$ cat src/rtl/mod_n_counter_pkg.sv
// rtl/mod_n_counter_pkg.sv - shared mode and direction constants for mod_n_counter
package mod_counter_pkg;

    localparam int   CNT_WRAP = 0;
    localparam int   CNT_SAT  = 1;

    localparam logic DIR_UP = 1'b1;
    localparam logic DIR_DN = 1'b0;

endpackage

$ cat src/rtl/mod_n_counter.sv
// rtl/mod_n_counter.sv - parametrised modulo-N up/down counter with load, clear, saturate and compare
module mod_n_counter
    import mod_counter_pkg::*;
#(
    parameter int WIDTH    = 4,
    parameter int MODULUS  = 16,
    parameter int SATURATE = CNT_WRAP
) (
    input  logic             clk,
    input  logic             reset,
    input  logic             en,
    input  logic             up_dn,
    input  logic             clear,
    input  logic             load,
    input  logic [WIDTH-1:0] load_val,
    input  logic [WIDTH-1:0] cmp_val,
    output logic [WIDTH-1:0] count,
    output logic             tc,
    output logic             wrap,
    output logic             match,
    output logic             sat
);

    // One extra bit so MODULUS == 2**WIDTH is representable without truncation.
    localparam logic [WIDTH:0] TERM  = (WIDTH+1)'(MODULUS - 1);
    localparam logic [WIDTH:0] LIMIT = (WIDTH+1)'(MODULUS);
    localparam logic [WIDTH:0] ONE   = (WIDTH+1)'(1);
    localparam logic [WIDTH:0] ZERO  = '0;
    localparam bit             HOLD  = (SATURATE == CNT_SAT);

    logic [WIDTH:0] cur;
    logic [WIDTH:0] ld_ext;
    logic [WIDTH:0] cmp_ext;
    logic [WIDTH:0] nxt;
    logic           nxt_wrap;
    logic           nxt_sat;
    logic           at_term;

    assign cur     = {1'b0, count};
    assign ld_ext  = {1'b0, load_val};
    assign cmp_ext = {1'b0, cmp_val};
    assign at_term = (up_dn == DIR_UP) ? (cur == TERM) : (cur == ZERO);
    assign tc      = en & at_term;

    always_comb begin
        nxt      = cur;
        nxt_wrap = 1'b0;
        nxt_sat  = 1'b0;
        if (clear) begin
            nxt = ZERO;
        end else if (load) begin
            nxt = (ld_ext < LIMIT) ? ld_ext : TERM;
        end else if (en) begin
            if (!at_term) begin
                nxt = (up_dn == DIR_UP) ? cur + ONE : cur - ONE;
            end else if (HOLD) begin
                nxt_sat = 1'b1;
            end else begin
                nxt      = (up_dn == DIR_UP) ? ZERO : TERM;
                nxt_wrap = 1'b1;
            end
        end
    end

    // match looks at the next count so it lines up with the registered count.
    always_ff @(posedge clk) begin
        if (!reset) begin
            count <= '0;
            wrap  <= 1'b0;
            sat   <= 1'b0;
            match <= 1'b0;
        end else begin
            count <= nxt[WIDTH-1:0];
            wrap  <= nxt_wrap;
            sat   <= nxt_sat;
            match <= (nxt == cmp_ext);
        end
    end

endmodule

$ cat config.mk
export PLATFORM = sky130hd
export DESIGN_NAME = mod_n_counter
export DESIGN_NICKNAME = d
export VERILOG_FILES = /design/src/rtl/mod_n_counter_pkg.sv /design/src/rtl/mod_n_counter.sv
export SDC_FILE = /design/constraint.sdc
export NUM_CORES = 1
export LEC_CHECK = 0
export CAP_MARGIN = 20
export CORE_MARGIN = 1
export CORE_UTILIZATION = 40
export DETAILED_ROUTE_END_ITERATION = 10
export GPL_TIMING_DRIVEN = 0
export PLACE_DENSITY = 0.77
export SYNTH_ARGS = -nofsm -noshare
export SYNTH_HDL_FRONTEND = slang
export SYNTH_SLANG_ARGS = --single-unit
$ cat constraint.sdc
create_clock -name clk -period 3.2 [get_ports clk]
set_input_delay 0.48 -clock clk [delete_from_list [all_inputs] [get_ports clk]]
set_output_delay 0.48 -clock clk [all_outputs]
set_load 0.01 [all_outputs]
==> impl_metrics.toml <==
[global_route]
antenna_violations_before_repair = 0
grt_first_pass_wirelength_microns = 2440
grt_start_max_net_pins = 11
groute.usage.overall_pct = 18.4
vias_in_the_first_global_route = 600
grt-ovfl-total = 0

[route]
vias = 646
route.detailed.drc = 0
wl_microns = 1470
via_per_inst = 5.52
initialDrtViolationCount = 25
avgRoutedWirePerCell_microns = 12.5
drt_pass1_iterations = 4
antenna_left = 0

[clock_network]
worstSkewPairLatency_ps = 250
clock_tree_from_tritoncts = "built"
path_clk_slew_ps = 50
cts_resized = 0
cts_buffer_depth = 2
clock_sink_count = 6
cts-hold-fix-buffers = 0
tritoncts.num_buffers = 3
post-cts-setup-buffer-count = 0
cts_max_level = 1
clk_root_buffer_cell = "sky130_fd_sc_hd__clkbuf_4"

[synthesis]
synth.top_cells.by_area = "sky130_fd_sc_hd__dfxtp_1, sky130_fd_sc_hd__xnor2_1, sky130_fd_sc_hd__a21oi_1"
seq_area_frac_synth_pct = 19.2
mappedNetlistNets = 97
synth_seq_cells = 6
synthesis.yosys.warnings = 0
postSynth.topFlopCell = "sky130_fd_sc_hd__dfxtp_1"
postSynth.asyncResetShare_pct = 0
post-synth-top-area-fraction_pct = 19.2
synth_edf_count = 0
mappedNetlistArea_sq_um = 626
post-synth-top-area-cell = "sky130_fd_sc_hd__dfxtp_1"
avg_synthesized_cell_area_sq_um = 7.92
ys_types = 40
synth_cells = 79

[power_and_ir_drop]
share_comb_of_total_power_pct = 39.2
p_int_w = 0.000174
ir_drop_mv = 0.167
clockPowerShare_pct = 27.8
netSwitchingFraction_pct = 31.1
power.density_cell_area_mw_per_mm2 = 292
power_leakage_nw = 0.373
power.share.sequential_pct = 32.9
p_switching_w = 0.0000786

[critical_path]
critical_path.reg2reg.startpoint = "count[0]"
ff2ff_setup_slack_ps = 1020
criticalPathCategory = "in -> reg"
worst_setup_path_end_kind = "flip-flop"
endpoint_of_the_worst_slack_reg_to_reg_timing_path = "match"
critPathCapture = "match"
start_kind = "input port"
launching_element_of_the_worst_setup_path = "up_dn"
ff2ff_path_depth = 7
worst_ep_arrival_time_ps = 2960
cp_data_required_time_ps = 3360
cp_max_fo = 6

[timing]
hold_ws_ps = 663
fin_setup_tns_ps = 0
crit_path_time_final_ps = 2800
f_max_mhz = 357
endpoints_failing_hold = 0
finalCritPeriodShare_pct = 87.5
final.setup.worst_slack_ps = 399
timing.final.max_slew_violations = 0
fin_worst_skew_ps = 6.19
rsz0062_at_grt = "false"
number_of_failing_setup_endpoints_in_the_final_timing_report = 0

[die]
design.portCount = 22
core.rowCount = 13
placeable_area_sq_mm = 0.00138
die_area_sq_mm = 0.00173
die_w_microns = 41.5
floorplan.die.height_microns = 41.5
start_util_pct = 45.2

[placement]
hpwlAfterDp_microns = 1180
globalplace.congestion = 0.841
post-place-ws_ps = 175
place_inst = 114
io_buffers = 20

[run_status]
result_of_the_run = "finished, final reports clean"

[cells_and_area]
post_layout_nonfiller_instances = 117
layout.area.seq_sq_um = 120
layout.core_utilization_pct = 62.7
fillerInstances = 139
multiInputGateArea_sq_um = 458
insertedDiodeCount = 0
drive_gt1_share_pct = 8.82
finalNetCount = 122
synthToLayoutAreaGrowth_pct = 38.6

[job]
maxCapViolations = 0

[hold_path]
hold_class = "reg -> reg"
-- state kept, by name, summed over array words and instances (netlist names) --
signal and cells:
count 4, wrap 1, match 1
-- power by group through the flow --
| stage | Combinational, W | Sequential [W] | Clock [W] |
|---|---|---|---|
| 6_report | 0.0000992 | 0.0000833 | 0.0000703 |
| 5_1_grt | 0.000108 | 0.0000841 | 0.0000786 |
| 4_1_cts | 0.0000991 | 0.0000831 | 0.0000729 |
| 3_5_place_dp | 0.0000985 | 0.0000846 | 0 |
| 3_3_place_gp | 0.0000975 | 0.0000843 | 0 |
| 2_1_floorplan | 0.0000588 | 0.0000852 | 0 |
-- cell families after synthesis --
| kind of cell | count (synthesis) | synth area share, % |
|---|---|---|
| DFF | 6 | 19.2 |
| muxes | 3 | 5.80 |
| adders and majority gates | 4 | 9.20 |
| buffers and inverters | 9 | 7.60 |
| other | 1 | 0.599 |
| and+or+nand+nor | 26 | 22.8 |
| xor gates and xnor gates | 5 | 7.00 |
| AOI/OAI and AO/OA | 25 | 27.8 |
-- placed cells by master (no fill, tap or decap), types with 2 or more instances in the layout --
cell,n
sky130_fd_sc_hd__o21ai_0,2
sky130_fd_sc_hd__ha_1,3
sky130_fd_sc_hd__nand3_1,2
sky130_fd_sc_hd__nor3_1,2
sky130_fd_sc_hd__nor2b_1,3
sky130_fd_sc_hd__nor2_1,4
sky130_fd_sc_hd__clkbuf_4,3
sky130_fd_sc_hd__xnor2_1,5
sky130_fd_sc_hd__or2b_1,2
sky130_fd_sc_hd__a211oi_1,2
sky130_fd_sc_hd__dfxtp_1,6
sky130_fd_sc_hd__a21oi_1,8
sky130_fd_sc_hd__nand2_1,5
sky130_fd_sc_hd__clkdlybuf4s50_1,20
sky130_fd_sc_hd__and3_1,2
sky130_fd_sc_hd__inv_1,6
sky130_fd_sc_hd__a21o_1,2
-- cell type report --
| class | instances | area share, % |
|---|---|---|
| plain buffers | 2 | 2.16 |
| clock buffers | 3 | 2.60 |
| inverters | 7 | 3.32 |
| multi-input cells | 64 | 52.8 |
| flip-flops and latches | 6 | 13.9 |
| well taps | 15 | 2.16 |
| repair buffers | 20 | 23.1 |
-- metal layers --
layer  track usage [%]  up-vias  wire [microns]
li1                  -      338               -
met1              22.9      279             718
met2              28.1       25             643
met3              3.04        4              54
met4              13.5        0              51
met5                 0        -               0
-- worst max-delay path, cell delays in order --
cell                              delay [ps]
sky130_fd_sc_hd__clkdlybuf4s50_1         550
sky130_fd_sc_hd__inv_1                   160
sky130_fd_sc_hd__fa_1                    470
sky130_fd_sc_hd__a21o_1                  200
sky130_fd_sc_hd__a21oi_1                 160
sky130_fd_sc_hd__xnor2_1                 150
sky130_fd_sc_hd__o32ai_1                 100
sky130_fd_sc_hd__or4_1                   480
sky130_fd_sc_hd__a311oi_1                200
-- how the worst min path moves through the flow --
| stage | depth (start not counted) | slack [ps] | start | endpoint |
|---|---|---|---|---|
| floorplan | 2 | 610 | count[3] | wrap |
| global placement | 2 | 630 | count[3] | wrap |
| detailed placement | 2 | 650 | count[3] | wrap |
| CTS | 2 | 660 | count[3] | wrap |
| global route | 2 | 720 | count[3] | wrap |
| finish | 2 | 660 | count[3] | wrap |
-- cell usage after synthesis, types with 2 or more instances --
library cell / count
sky130_fd_sc_hd__nor2_1: 4
sky130_fd_sc_hd__inv_1: 6
sky130_fd_sc_hd__o21ai_0: 2
sky130_fd_sc_hd__dfxtp_1: 6
sky130_fd_sc_hd__a21oi_1: 8
sky130_fd_sc_hd__a21o_1: 2
sky130_fd_sc_hd__nor2b_1: 3
sky130_fd_sc_hd__xnor2_1: 5
sky130_fd_sc_hd__nand2_1: 5
sky130_fd_sc_hd__and3_1: 2
sky130_fd_sc_hd__nor3_1: 2
sky130_fd_sc_hd__ha_1: 3
sky130_fd_sc_hd__nand3_1: 2
sky130_fd_sc_hd__or2b_1: 2
sky130_fd_sc_hd__a211oi_1: 2
-- metrics by stage --
step,power (W),cell area [sq um]
floorplan,0.000144,626
global placement,0.000182,845
detailed placement,0.000183,845
CTS,0.000255,867
global route,0.000271,867
finish,0.000253,867
Power figures use the tool's default switching activity.
